[config.mk]
export PLATFORM = sky130hd
export DESIGN_NAME = tile_channel_scanner
export DESIGN_NICKNAME = d
export VERILOG_FILES = /design/src/rtl/tile_scanner_pkg.sv /design/src/rtl/tile_sync2.sv /design/src/rtl/tile_channel_scanner.sv
export SDC_FILE = /design/constraint.sdc
export NUM_CORES = 1
export LEC_CHECK = 0
export ABC_AREA = 0
export ABC_CLOCK_PERIOD_IN_PS = 2250
export CAP_MARGIN = 20
export CORE_ASPECT_RATIO = 2
export CORE_UTILIZATION = 30
export DETAILED_ROUTE_END_ITERATION = 10
export GPL_ROUTABILITY_DRIVEN = 0
export PLACE_DENSITY_LB_ADDON = 0.1
export SETUP_SLACK_MARGIN = 0.15
export SLEW_MARGIN = 40
export SYNTH_ARGS = -nofsm -noshare
export SYNTH_HDL_FRONTEND = slang
export SYNTH_SLANG_ARGS = --single-unit
[constraint.sdc]
create_clock -name clk -period 2.25 [get_ports clk]
set_input_delay 0.3375 -clock clk [delete_from_list [all_inputs] [get_ports clk]]
set_output_delay 0.3375 -clock clk [all_outputs]
set_load 0.02 [all_outputs]
[src/rtl/tile_scanner_pkg.sv]
// Purpose : shared types and constants for the tile channel scanner.
// Latency : n/a (declarations only).
// Backpress: n/a; freeze_i is the only stall mechanism in the scanner.
package tile_scanner_pkg;

  typedef enum logic [1:0] {
    IDLE   = 2'd0,
    SETTLE = 2'd1,
    SAMPLE = 2'd2,
    DWELL  = 2'd3
  } scan_state_t;

  localparam logic MODE_MANUAL = 1'b0;
  localparam logic MODE_AUTO   = 1'b1;

endpackage

[src/rtl/tile_sync2.sv]
// Purpose : DATA_W-wide two-flop synchroniser for one asynchronous tile word.
// Latency : 2 enabled cycles from d to q.
// Backpress: en low holds both stages (used to freeze the scanner).
// Ports   : clk, rst_n (async active-low), en, d (async input), q (synced output).
module tile_sync2 #(
  parameter int DATA_W = 8
) (
  input  logic              clk,
  input  logic              rst_n,
  input  logic              en,
  input  logic [DATA_W-1:0] d,
  output logic [DATA_W-1:0] q
);

  logic [DATA_W-1:0] meta;

  always_ff @(posedge clk or negedge rst_n) begin
    if (!rst_n) begin
      meta <= '0;
      q    <= '0;
    end else if (en) begin
      meta <= d;
      q    <= meta;
    end
  end

endmodule

[src/rtl/tile_channel_scanner.sv]
// Purpose : synchronise NUM_CH tile words; capture one on demand or round-robin scan all.
// Latency : capture accepted at edge T0 -> valid_o in the cycle after edge T0+SETTLE_CYC+1.
// Backpress: none downstream; freeze_i stalls FSM, counters and synchronisers.
// Ports   : ch_data_i (NUM_CH words, async), mode_i, sel_i, capture_i, dwell_i, freeze_i in;
//           data_o, ch_o, valid_o (1-cycle pulse), busy_o, err_o (sticky) out.
// Option  : SCANNER_SAMPLE_CNT_EN adds cnt_o[7:0], a wrapping count of valid_o pulses.
module tile_channel_scanner
  import tile_scanner_pkg::*;
#(
  parameter  int NUM_CH     = 4,
  parameter  int DATA_W     = 8,
  parameter  int SETTLE_CYC = 3,
  parameter  int DWELL_W    = 8,
  localparam int CH_W       = $clog2(NUM_CH)
) (
  input  logic                     clk,
  input  logic                     rst_n,
  input  logic [NUM_CH*DATA_W-1:0] ch_data_i,
  input  logic                     mode_i,
  input  logic [CH_W-1:0]          sel_i,
  input  logic                     capture_i,
  input  logic [DWELL_W-1:0]       dwell_i,
  input  logic                     freeze_i,
  output logic [DATA_W-1:0]        data_o,
  output logic [CH_W-1:0]          ch_o,
  output logic                     valid_o,
  output logic                     busy_o,
  output logic                     err_o
`ifdef SCANNER_SAMPLE_CNT_EN
  ,
  output logic [7:0]               cnt_o
`endif
);

  localparam int              SET_W    = (SETTLE_CYC > 2) ? $clog2(SETTLE_CYC) : 1;
  localparam logic [SET_W-1:0] SET_LAST = SET_W'(SETTLE_CYC - 1);
  localparam logic [CH_W:0]    NUM_CH_X = (CH_W + 1)'(NUM_CH);
  localparam logic [CH_W-1:0]  LAST_CH  = CH_W'(NUM_CH - 1);

  logic [DATA_W-1:0] sync [NUM_CH];

  for (genvar k = 0; k < NUM_CH; k++) begin : g_sync
    tile_sync2 #(.DATA_W(DATA_W)) u_sync (
      .clk   (clk),
      .rst_n (rst_n),
      .en    (~freeze_i),
      .d     (ch_data_i[k*DATA_W +: DATA_W]),
      .q     (sync[k])
    );
  end

  scan_state_t        state_q, state_d;
  logic [SET_W-1:0]   settle_q, settle_d;
  logic [DWELL_W-1:0] dwell_q, dwell_d;
  logic [CH_W-1:0]    cur_ch_q, cur_ch_d;
  logic               err_d;
  logic               fire;

  always_comb begin
    state_d  = state_q;
    settle_d = settle_q;
    dwell_d  = dwell_q;
    cur_ch_d = cur_ch_q;
    err_d    = err_o;
    fire     = 1'b0;
    // A frozen cycle leaves every piece of FSM state exactly where it is.
    if (!freeze_i) begin
      unique case (state_q)
        IDLE: begin
          if (mode_i == MODE_AUTO) begin
            state_d  = SETTLE;
            settle_d = '0;
            cur_ch_d = '0;
          end else if (mode_i == MODE_MANUAL && capture_i) begin
            // sel_i can exceed NUM_CH-1 when NUM_CH is not a power of two.
            if ({1'b0, sel_i} < NUM_CH_X) begin
              state_d  = SETTLE;
              settle_d = '0;
              cur_ch_d = sel_i;
            end else begin
              err_d = 1'b1;
            end
          end
        end
        SETTLE: begin
          if (settle_q == SET_LAST) state_d = SAMPLE;
          else                      settle_d = settle_q + 1'b1;
        end
        SAMPLE: begin
          fire    = 1'b1;
          state_d = DWELL;
          dwell_d = dwell_i;  // latched here so later dwell_i edits wait for the next sample
        end
        DWELL: begin
          if (dwell_q == '0) begin
            if (mode_i == MODE_AUTO) begin
              state_d  = SETTLE;
              settle_d = '0;
              cur_ch_d = (cur_ch_q == LAST_CH) ? '0 : cur_ch_q + 1'b1;
            end else begin
              state_d = IDLE;
            end
          end else begin
            dwell_d = dwell_q - 1'b1;
          end
        end
        default: state_d = IDLE;
      endcase
    end
  end

  always_ff @(posedge clk or negedge rst_n) begin
    if (!rst_n) begin
      state_q  <= IDLE;
      settle_q <= '0;
      dwell_q  <= '0;
      cur_ch_q <= '0;
      err_o    <= 1'b0;
    end else begin
      state_q  <= state_d;
      settle_q <= settle_d;
      dwell_q  <= dwell_d;
      cur_ch_q <= cur_ch_d;
      err_o    <= err_d;
    end
  end

  // valid_o always drops after one cycle, even if freeze_i rises meanwhile.
  always_ff @(posedge clk or negedge rst_n) begin
    if (!rst_n) begin
      data_o  <= '0;
      ch_o    <= '0;
      valid_o <= 1'b0;
    end else begin
      valid_o <= fire;
      if (fire) begin
        data_o <= sync[cur_ch_q];
        ch_o   <= cur_ch_q;
      end
    end
  end

  assign busy_o = (state_q != IDLE);

`ifdef SCANNER_SAMPLE_CNT_EN
  always_ff @(posedge clk or negedge rst_n) begin
    if (!rst_n)    cnt_o <= 8'd0;
    else if (fire) cnt_o <= cnt_o + 8'd1;
  end
`endif

endmodule

==> flow_metrics.tcl, run 1 <==
set metrics [dict create \
    fill_cells 1281 \
    diodes 0 \
    use_met2 0.233 \
    finalNetCount 402 \
    crit_chain "inv_1 -> ha_1 -> nor3b_4 -> a31oi_2 -> a2111oi_4 -> mux2_1" \
    clkPwrFrac 0.268 \
    grt_max_degree 53 \
    arrival_ps 2170 \
    synth_enable_flop_cells 0 \
    placed_cells 486 \
    r2r_setup_slack_ps 290 \
    initial_utilization 0.307 \
    ys.warnings.count 0 \
    grt_busiest_layer "met2" \
    grt_pass1_vias 2730 \
    numCtsBuffers 9 \
    seq_area_um2 2230 \
    cp-startpoint "dwell_q[0]" \
    fp.dieW_um 83.5 \
    power_mw 5.71 \
    reg2regPathDepth 6 \
    intPower_mw 3.89 \
    post_layout_nonfiller_instances 503 \
    rsz0062_at_grt "yes" \
    holdPathStages 4 \
    gr-usage-met1 0.150 \
    fin_worst_skew_ps 6.84 \
    outcome "complete, no violations" \
    peakVddDrop_mv 0.644 \
    finalSetupViolCount 0 \
    wirelength_um 8220 \
    core_um2 13000 \
    clk_path_buf_depth 2 \
    drc 0 \
    areaGrowthSynthToFinish_pct 28.1 \
    clkSlewWorstSetupHoldPaths_ps 60 \
    num_rows 59 \
    grt_usage 0.131 \
    leakage_nw 2.12 \
    drt-wirelength-per-cell_um 16.3 \
    root_buffer "clkbuf_16" \
    crit_slowest_cell "dfrtp_1" \
    hold-path-endpoint "dwell_q[7]" \
    use_met3 0.0318 \
    max_slew_margin 0.558 \
    yosysUniqueCellTypes 45 \
    num_vias 2495 \
    die-area_um2 13800 \
    post_cts_buffers 0 \
    ys_ff_latch 89 \
    switching_share 0.318 \
    synth_nets 335 \
    die_h_um 165 \
    grt-ovfl-total 0 \
    async_flop_share 1.00 \
    worst_pin_slew_ps 664 \
    p_switching_mw 1.81 \
    power_frac_seq 0.402 \
    syn_inst 279 \
    via_per_inst 4.96 \
    final.setup.tns_ps 0 \
    synth_top_cell_by_area "dfrtp_1" \
    r2r_start "dwell_q[0]" \
    min_path_type "in -> reg" \
    cts_sinks 89 \
    cellPowerDensity_nw_per_um2 1120 \
    synth_area_um2 3990 \
    dr.pass1.iters 4 \
    insertion_delay_ps 330 \
    r2r_end "cur_ch_q[1]" \
    cts_tree "done" \
    comb_power_share 0.330 \
    cts.htree.levels 3 \
    synth_top_area_frac 0.558 \
    antenna_found_initial 0 \
    crit_type "reg -> reg" \
    post-route-period-util 0.871 \
    synth.avg_cell_area_um2 14.3 \
    cp_max_fo 5 \
    end_kind "register" \
    port_buffers 58 \
    yosysSeqAreaShare 0.558 \
    worst_ep_required_time_ps 2460 \
    drtAntennaViolNets 0 \
    grt_pass1_wl_um 13900 \
    critPathBufInv 1 \
    startpoint_type "register" \
    drv_cap 0 \
    critPathMaxStageDelay_ps 390 \
    hold_viol 0 \
    maxSlewViolCount 0 \
    multi_input_area_um2 1670 \
    dp_hpwl_um 5750 \
    synthFlopType "dfrtp_1" \
    drt_iter0_markers 56 \
    critPathTopFamily "compound AO/OA/AOI/OAI gates" \
    drive_gt1_frac 0.339 \
    hold_start "freeze_i" \
    fin_crit_ps 1960 \
    max_freq_mhz 510 \
    synthTopCellsByArea "dfrtp_1, mux2_2, mux4_2" \
    num_io_pins 60 \
]
==> synthesized netlist by cell type (all sizes together) (3+ instances only) <==
cell,instances
a2bb2oi,3
inv,9
nand2,9
dfrtp,89
nor2,8
mux4,8
buf,11
o21ai,6
mux2,77
clkbuf,4
nand2b,3
a21oi,6
ha,9
==> worst reg2reg max path, cell delays in order (launching register included) <==
cell,delay [ps]
dfrtp_1,390
inv_1,110
ha_1,170
nor3b_4,290
a31oi_2,210
a2111oi_4,340
mux2_1,350
==> per-layer routing <==
metal	up-vias	part of all wire
li1	1160	-
met1	1275	0.40
met2	47	0.54
met3	13	0.037
met4	0	0.022
met5	-	0
==> placed cells by master, fill, tap and decap left out, drive strengths merged, types with 3 or more instances in the layout <==
master / netlist / layout
inv: 9 / 9
o21ai: 6 / 6
a2bb2oi: 3 / 3
a21oi: 6 / 6
clkdlybuf4s50: 0 / 55
nand2: 9 / 9
mux2: 77 / 77
nor2: 8 / 8
ha: 9 / 9
clkbuf: 4 / 12
dfrtp: 89 / 89
mux4: 8 / 8
buf: 11 / 14
nand2b: 3 / 3
==> how the worst max path moves through the flow <==
stage | endpoint | slack [ps] | cells after the start
2_1_floorplan | cur_ch_q[0] | 420 | 6
3_3_place_gp | state_q[1] | 200 | 5
3_5_place_dp | state_q[1] | 170 | 5
4_1_cts | cur_ch_q[0] | 230 | 6
5_1_grt | dwell_q[2] | 140 | 6
6_report | cur_ch_q[1] | 290 | 6
==> sequential cells by signal, indices dropped and copies added, names as in the netlist <==
register,flops
state_q,2
g_sync.u_sync.q,32
settle_q,2
ch_o,2
data_o,8
cur_ch_q,2
valid_o,1
g_sync.u_sync.meta,32
dwell_q,8
==> cell families (layout without fill, tap and decap cells) <==
family | Yosys count | count (layout) | share of synthesized area
buf+inv | 24 | 96 | 0.0260
fa+ha+maj | 9 | 9 | 0.0282
mux | 87 | 87 | 0.268
compound gates | 32 | 32 | 0.0643
other cells | 1 | 1 | 0.000940
simple gates | 37 | 37 | 0.0546
flops | 89 | 89 | 0.558
==> final cells by class <==
class | instances | area share
clock buffers | 12 | 0.0502
clock inverters | 4 | 0.0100
inverters | 9 | 0.00661
multi-input cells | 166 | 0.326
flip-flops and latches | 89 | 0.436
well taps | 152 | 0.0372
repair buffers | 71 | 0.134
==> power by group through the flow <==
stage	clock network (mW)	logic, mW	registers [mW]
2_1_floorplan	0	1.17	2.30
3_3_place_gp	0	1.86	2.32
3_5_place_dp	0	1.91	2.33
4_1_cts	1.60	1.91	2.30
5_1_grt	1.66	2.08	2.36
6_report	1.53	1.88	2.29
==> what timing repair did <==
item	in CTS	in global routing
setup endpoints to repair	1	3
gates resized for setup	1	1
endpoints found under the hold margin	32	0
hold buffers	1	0
==> per-stage QoR <==
stage | instance area [um2] | hold slack, ps | worst slack (ps) | utilization
floorplan | 3990 | 41.9 | 423 | -
finish | 5110 | 494 | 290 | 0.393
global placement | 4790 | 327 | 196 | 0.368
detailed placement | 4790 | 332 | 167 | 0.368
global route | 5110 | 518 | 135 | 0.393
CTS | 5100 | 485 | 226 | 0.393
Note: power is estimated with default switching activity, not from simulation.
==> inputs of run 2 (changes only) <==
--- a/config.mk
+++ b/config.mk
@@ -14,6 +14,7 @@
 export GPL_ROUTABILITY_DRIVEN = 0
 export PLACE_DENSITY_LB_ADDON = 0.1
 export SETUP_SLACK_MARGIN = 0.15
+export SKIP_CTS_REPAIR_TIMING = 1
 export SLEW_MARGIN = 40
 export SYNTH_ARGS = -nofsm -noshare
 export SYNTH_HDL_FRONTEND = slang
==> flow_metrics.tcl, run 2 (synthesis results as in run 1) <==
set metrics [dict create \
    outcome "complete, no violations" \
    fp.dieW_um 83.5 \
    core_um2 13000 \
    fin_crit_ps 1960 \
    placed_area_um2 4790 \
    peakVddDrop_mv 0.646 \
    grt-ovfl-total 0 \
    drc 0 \
    max_freq_mhz 510 \
    drv_cap 0 \
    final_cell_mix "dfrtp_1, mux2_2, clkdlybuf4s50_1" \
    via_per_inst 4.96 \
    clk_path_buf_depth 2 \
    drtAntennaViolNets 0 \
    layout_commonest_cell "dfrtp_1" \
    antenna_found_initial 0 \
    grt_pass1_wl_um 13800 \
    hold_viol 0 \
    numCtsBuffers 9 \
    arrival_ps 2170 \
    rsz0062_at_grt "yes" \
    clkSlewWorstSetupHoldPaths_ps 60 \
    post_layout_nonfiller_instances 503 \
    max_slew_margin 0.558 \
    fin_ws_ps 290 \
    finalNetCount 402 \
    post-route-period-util 0.871 \
    grt_max_degree 53 \
    num_rows 59 \
    cellPowerDensity_nw_per_um2 1120 \
    top_regs "g_sync.u_sync.meta: 32 flops, g_sync.u_sync.q: 32 flops" \
    num_vias 2495 \
    areaGrowthSynthToFinish_pct 28.2 \
    startpoint_type "register" \
    initial_utilization 0.307 \
    cts_tree "done" \
    maxSlewViolCount 0 \
    placed_cells 486 \
    grt_usage 0.131 \
    min_path_type "in -> reg" \
    finalSetupViolCount 0 \
    cp_max_fo 5 \
    worst_ep_required_time_ps 2460 \
    leakage_nw 2.12 \
    preCtsSetupSlack_ps 167 \
    worst_pin_slew_ps 664 \
    fin_area_um2 5110 \
    insertion_delay_ps 330 \
    end_kind "register" \
    final_core_util 0.394 \
    final.setup.tns_ps 0 \
    port_buffers 58 \
    crit_type "reg -> reg" \
    fin_worst_skew_ps 6.84 \
    root_buffer "clkbuf_16" \
    dp_hpwl_um 5750 \
    die_h_um 165 \
    fill_cells 1279 \
    drt-wirelength-per-cell_um 16.4 \
    drt_iter0_markers 54 \
    grt_pass1_vias 2718 \
    cts_sinks 89 \
    drive_gt1_frac 0.339 \
    diodes 0 \
    wirelength_um 8230 \
    cts.htree.levels 3 \
    die-area_um2 13800 \
    num_io_pins 60 \
    dr.pass1.iters 4 \
]
## run 2: cell count changes in the layout (fill, tap and decap cells not counted), sizes merged
cell / before / now
dlygate4sd2: 1 / 0
dlymetal6s2s: 0 / 1
## run 2: power by group
part	total, mW	switching (mW)	internal [mW]
logic	1.89	0.874	1.01
clock network	1.53	0.610	0.922
registers	2.29	0.330	1.96
total	5.71	1.81	3.90
## run 2: cell type report
class                           count  area (um2)  area share
Timing Repair Buffer               71         688       0.135
Multi-Input combinational cell    166        1670       0.326
Clock inverter                      4        51.3      0.0100
Clock buffer                       12         256      0.0501
Sequential cell                    89        2230       0.436
Tap cell                          152         190      0.0372
Inverter                            9        33.8     0.00660
## run 2: worst max-delay path, cell delays in order, from the launching register on
cell and delay (ps):
dfrtp_1 390, inv_1 110, ha_1 170, nor3b_4 290, a31oi_2 200, a2111oi_4 340
mux2_1 350
## run 2: per-layer routing
layer | part of all wire | track usage
met1 | 0.40 | 0.150
met2 | 0.54 | 0.232
met3 | 0.037 | 0.0318
met4 | 0.022 | 0.0570
met5 | 0 | 0
## run 2: path summary, 6_finish.rpt
path	slack, ps	from	cells after the start	to
max	290	dwell_q[0]	6	cur_ch_q[1]
min	490	freeze_i	4	dwell_q[7]
max reg2reg	290	dwell_q[0]	6	cur_ch_q[1]
min reg2reg	500	g_sync[1].u_sync.meta[2]	1	g_sync[1].u_sync.meta[2]
max in group asynchronous	1120	rst_n	3	g_sync[2].u_sync.q[5]
min in group asynchronous	500	rst_n	2	g_sync[0].u_sync.meta[7]
## run 2: per-stage QoR
step	total power [mW]	hold slack [ps]
4_1_cts	5.81	-36.5
6_report	5.71	494
3_3_place_gp	4.18	327
2_1_floorplan	3.47	41.9
3_5_place_dp	4.24	332
5_1_grt	6.10	518
==> inputs of run 3 (changes only) <==
--- a/config.mk
+++ b/config.mk
@@ -13,9 +13,11 @@
 export DETAILED_ROUTE_END_ITERATION = 10
 export GPL_ROUTABILITY_DRIVEN = 0
 export PLACE_DENSITY_LB_ADDON = 0.1
+export RECOVER_POWER = 100
 export SETUP_SLACK_MARGIN = 0.15
 export SKIP_CTS_REPAIR_TIMING = 1
 export SLEW_MARGIN = 40
 export SYNTH_ARGS = -nofsm -noshare
 export SYNTH_HDL_FRONTEND = slang
 export SYNTH_SLANG_ARGS = --single-unit
+export TNS_END_PERCENT = 30
==> flow_metrics.tcl, run 3 (synthesis results as in run 1) <==
set metrics [dict create \
    hold-path-endpoint "g_sync[1].u_sync.meta[2]" \
    startpoint_type "register" \
    top_regs "g_sync.u_sync.meta: 32 flops, g_sync.u_sync.q: 32 flops" \
    comb_power_share 0.321 \
    intPower_mw 3.83 \
    arrival_ps 2240 \
    final.setup.tns_ps 0 \
    hold_start "g_sync[1].u_sync.meta[2]" \
    worst_ep_required_time_ps 2460 \
    fill_cells 1293 \
    clkPwrFrac 0.273 \
    crit_slowest_cell "dfrtp_1" \
    cellPowerDensity_nw_per_um2 1110 \
    switching_share 0.320 \
    root_buffer "clkbuf_16" \
    diodes 0 \
    grt_usage 0.131 \
    hold_viol 0 \
    placed_cells 486 \
    die_h_um 165 \
    power_mw 5.62 \
    maxSlewViolCount 0 \
    drtAntennaViolNets 0 \
    crit_chain "inv_1 -> ha_1 -> nor3b_2 -> a31oi_1 -> a2111oi_4 -> mux2_1" \
    die-area_um2 13800 \
    drt-wirelength-per-cell_um 16.4 \
    finalNetCount 402 \
    rsz0062_at_grt "yes" \
    min_path_type "reg -> reg" \
    power_frac_seq 0.406 \
    dp_hpwl_um 5750 \
    fin_worst_skew_ps 5.33 \
    wirelength_um 8240 \
    numCtsBuffers 9 \
    reg2regPathDepth 6 \
    post-route-period-util 0.901 \
    drive_gt1_frac 0.322 \
    max_freq_mhz 493 \
    drc 0 \
    outcome "complete, no violations" \
    drv_cap 0 \
    initial_utilization 0.307 \
    worst_pin_slew_ps 1290 \
    grt_pass1_vias 2718 \
    clk_path_buf_depth 2 \
    antenna_found_initial 0 \
    layout_commonest_cell "dfrtp_1" \
    finalSetupViolCount 0 \
    num_io_pins 60 \
    via_per_inst 4.94 \
    insertion_delay_ps 330 \
    drt_iter0_markers 58 \
    core_um2 13000 \
    grt_max_degree 53 \
    areaGrowthSynthToFinish_pct 26.8 \
    max_slew_margin 0.140 \
    num_vias 2484 \
    r2r_setup_slack_ps 220 \
    dr.pass1.iters 4 \
    critPathTopFamily "compound AO/OA/AOI/OAI gates" \
    cts_sinks 89 \
    cts.htree.levels 3 \
    p_switching_mw 1.80 \
    peakVddDrop_mv 0.605 \
    holdPathStages 1 \
    final_core_util 0.389 \
    fp.dieW_um 83.5 \
    critPathBufInv 1 \
    r2r_end "cur_ch_q[0]" \
    final_cell_mix "dfrtp_1, mux2_2, clkdlybuf4s50_1" \
    grt-ovfl-total 0 \
    leakage_nw 2.10 \
    num_rows 59 \
    r2r_start "dwell_q[0]" \
    cp_max_fo 5 \
    fin_crit_ps 2030 \
    grt_pass1_wl_um 13800 \
    port_buffers 58 \
    clkSlewWorstSetupHoldPaths_ps 60 \
    end_kind "register" \
    critPathMaxStageDelay_ps 390 \
    post_layout_nonfiller_instances 503 \
    cts_tree "done" \
    crit_type "reg -> reg" \
]
-- run 3: cell types whose count changed in the layout (fill, tap and decap cells not counted), sizes merged --
| cell | previous run | this run |
|---|---|---|
| dlygate4sd3 | 1 | 12 |
| buf | 14 | 5 |
| clkdlybuf4s50 | 55 | 44 |
| dlymetal6s2s | 1 | 0 |
| clkbuf | 12 | 22 |
-- run 3: layout make-up --
cell class	instances	area, um2	area share
clock buffer	12	256	0.0507
clock inverter	4	51.3	0.0101
sequential	89	2230	0.441
timing repair buffer	71	643	0.127
inverter	9	33.8	0.00668
tap	152	190	0.0376
multi-input combinational	166	1650	0.327
-- run 3: power by group through the flow --
stage | sequential, mW | clock (mW) | combinational, mW
after floorplan | 2.30 | 0 | 1.17
after global placement | 2.32 | 0 | 1.86
after detailed placement | 2.33 | 0 | 1.91
after CTS | 2.30 | 1.60 | 1.92
after global routing | 2.35 | 1.66 | 2.01
final | 2.28 | 1.53 | 1.81
-- run 3: how the worst max path moves through the flow --
stage | startpoint | end | slack, ps | depth (start not counted)
after global routing | dwell_q[0] | cur_ch_q[0] | 50 | 6
final | dwell_q[0] | cur_ch_q[0] | 220 | 6
after CTS | state_q[1] | busy_o | 120 | 4
after floorplan | dwell_q[0] | cur_ch_q[0] | 420 | 6
after detailed placement | mode_i | state_q[1] | 170 | 5
after global placement | mode_i | state_q[1] | 200 | 5
-- run 3: worst register-to-register path, cell delays in order (launching register included) --
cell and delay [ps]:
dfrtp_1 390, inv_1 100, ha_1 150, nor3b_2 320, a31oi_1 250, a2111oi_4 350
mux2_1 350
-- run 3: stage by stage --
step	setup WS, ps	hold slack [ps]	area, um2
floorplan	423	41.9	3990
global placement	196	327	4790
detailed placement	167	332	4790
CTS	117	-36.5	5090
global route	45.5	518	5060
finish	223	499	5060
-- run 3: metal layers --
metal	vias to the layer above	routed length, um	part of all wire	GRT usage
met5	-	0	0	0
met4	0	173	0.021	0.0570
met3	13	286	0.035	0.0318
met2	51	4470	0.54	0.232
met1	1268	3310	0.40	0.150
li1	1152	-	-	-
==> RTL edit: new RTL, settings of run 2 <==
The output `valid_o` loses its register stage (`valid_o` becomes a continuous assignment). Comments in the files are not updated.
--- a/src/rtl/tile_channel_scanner.sv
+++ b/src/rtl/tile_channel_scanner.sv
@@ -130,15 +130,15 @@
     if (!rst_n) begin
       data_o  <= '0;
       ch_o    <= '0;
-      valid_o <= 1'b0;
     end else begin
-      valid_o <= fire;
       if (fire) begin
         data_o <= sync[cur_ch_q];
         ch_o   <= cur_ch_q;
       end
     end
   end
+
+  assign valid_o = fire;
 
   assign busy_o = (state_q != IDLE);
 
Function: changed (Yosys sat finds a counterexample within 10 cycles, from zero or initial values and one cycle with rst_n low).
==> RTL edit against run 2 <==
The flow now finishes with violations (hold timing); synthesized area shrank 0.63%; power shrank 0.23%; sequential cell count decreased by 1; sequential share of layout area fell by 0.31 points; worst hold slack got worse by 510 ps; final area is 0.46% lower; routed wire length fell by 1.3%; non-clock buffer count is 2 lower; worst setup slack got worse by 20 ps.
==> RTL edit: results (changes against run 2) <==
[clocking]
htree_levels=3  ; unchanged
cts_max_path_buffers=2  ; unchanged
path_clk_slew_ps=60  ; about the same
cts_root_buf=clkbuf_16
clk_latency_ps=330  ; about the same
cts_buffers=9  ; unchanged

[worst_setup_path]
cp_slowest_cell=dfrtp_1
path_delay_family=compound AO/OA/AOI/OAI gates
cp.arrival_ps=2190  ; +20 ps
cpPeakStageDelay_ps=390  ; about the same
crit_fanout=5  ; unchanged
crit_start=dwell_q[0]

[power_and_ir_drop]
peakVddDrop_v=0.000451  ; -30%
power_leakage_nw=2.12  ; -0.15%

[run_status]
status=finished, violations left
violations=hold timing

[global_routing]
grt_max_degree=42  ; -21%
track_usage_pct=12.7  ; -0.43 points
grt_pass1_vias=2525  ; -7.1%
grt_pass1_wl_um=13300  ; -3.9%
antenna_found_initial=0  ; unchanged

[route]
drt_iter0_drc=89  ; +65%
vias_per_cell=4.83  ; -2.6%
firstDrtPassIters=3  ; -1
wirelength_um=8120  ; -1.3%

[cells_and_area]
fin_nets=399  ; -0.75%
top_regs=g_sync.u_sync.meta: 32 flops, g_sync.u_sync.q: 32 flops
diodes=0  ; unchanged
nFillCells=1253  ; -2.0%
drive_above_1_share_pct=33.3  ; -0.57 points

[timing]
tightest_slew_ps=668  ; +4.19 ps
hold_violations=10  ; +10
timing.hold.ws_ps=-20.2  ; -514 ps
finalClockSkew_ps=5.75  ; -1.08 ps

[logic_synthesis]
synth-seq-area-share_pct=55.6  ; -0.28 points
async_flop_share_pct=100  ; unchanged
synth_commonest_cells=88 x dfrtp_1, 75 x mux2_2, 9 x ha_1, 9 x inv_1, 9 x nand2_1
ys_types=45  ; unchanged
synth_nets=334  ; -0.30%
yosysWarnings=0  ; unchanged
netlist_top_cells_area=dfrtp_1 56%, mux2_2 21%, mux4_2 4.5%
ys.flop_type=dfrtp_1
synth_edf_count=0  ; unchanged

[min_path]
hold_class=primary input to asynchronous set/reset pin

[placement]
portBuffers=58  ; unchanged
dp_hpwl_um=5780  ; +0.53%

RTL edit: cell types whose count changed after synthesis:
cell,delta
dfrtp_1,-1
RTL edit: metal layers:
layer / up-vias / track usage [%] / share of wire (%)
met2: 44 / 22.8 / 55
met5: - / 0 / 0
met1: 1221 / 14.2 / 40
met3: 9 / 2.45 / 3.2
met4: 0 / 6.43 / 2.0
li1: 1141 / - / -
RTL edit: worst reg2reg max path, stage by stage, from the launching register on:
cell and delay [ps]:
dfrtp_1 390, inv_1 110, ha_1 160, nor3b_4 330, a31oi_4 160, a2111oi_4 350
mux2_1 360
RTL edit: power breakdown:
| group | leakage (nW) | switching (mW) | internal [mW] | total, mW |
|---|---|---|---|---|
| clock network | 0.150 | 0.589 | 0.973 | 1.56 |
| logic | 0.930 | 0.910 | 1.00 | 1.91 |
| registers | 1.04 | 0.283 | 1.94 | 2.22 |
| total | 2.12 | 1.78 | 3.92 | 5.70 |
RTL edit: final cells by class:
cell class	instances	area (um2)	area share, %
clock buffers	11	233	4.57
multi-input cells	166	1680	32.9
flip-flops and latches	88	2200	43.3
inverters	9	33.8	0.664
clock inverters	5	81.3	1.60
well taps	152	190	3.74
repair buffers	69	676	13.3
RTL edit: kinds of logic (layout without fill, tap and decap cells):
logic type | Yosys count | after routing | synth area share (%)
other cells | 1 | 1 | 0.0946
buf+inv | 24 | 94 | 2.62
compound gates | 32 | 32 | 6.47
simple gates | 37 | 37 | 5.49
flops | 88 | 88 | 55.6
mux | 87 | 87 | 26.9
fa+ha+maj | 9 | 9 | 2.84
RTL edit: path summary, 6_finish.rpt:
check | end | slack (ps) | cells after the start
min reg2reg | settle_q[0] | 490 | 1
max reg2reg | cur_ch_q[1] | 270 | 6
max in group asynchronous | data_o[5] | 1660 | 2
min in group clk | state_q[0] | 460 | 4
min | ch_o[1] | -20 | 1
max | cur_ch_q[1] | 270 | 6
RTL edit: metrics by stage:
step / instance area, um2 / total power [mW] / setup slack, ps / cells
floorplan: 3960 / 3.45 / 423 / 278
global placement: 4760 / 4.16 / 205 / 484
detailed placement: 4760 / 4.18 / 195 / 484
CTS: 5070 / 5.79 / -90.8 / 500
global route: 5090 / 6.06 / 159 / 500
finish: 5090 / 5.70 / 269 / 500
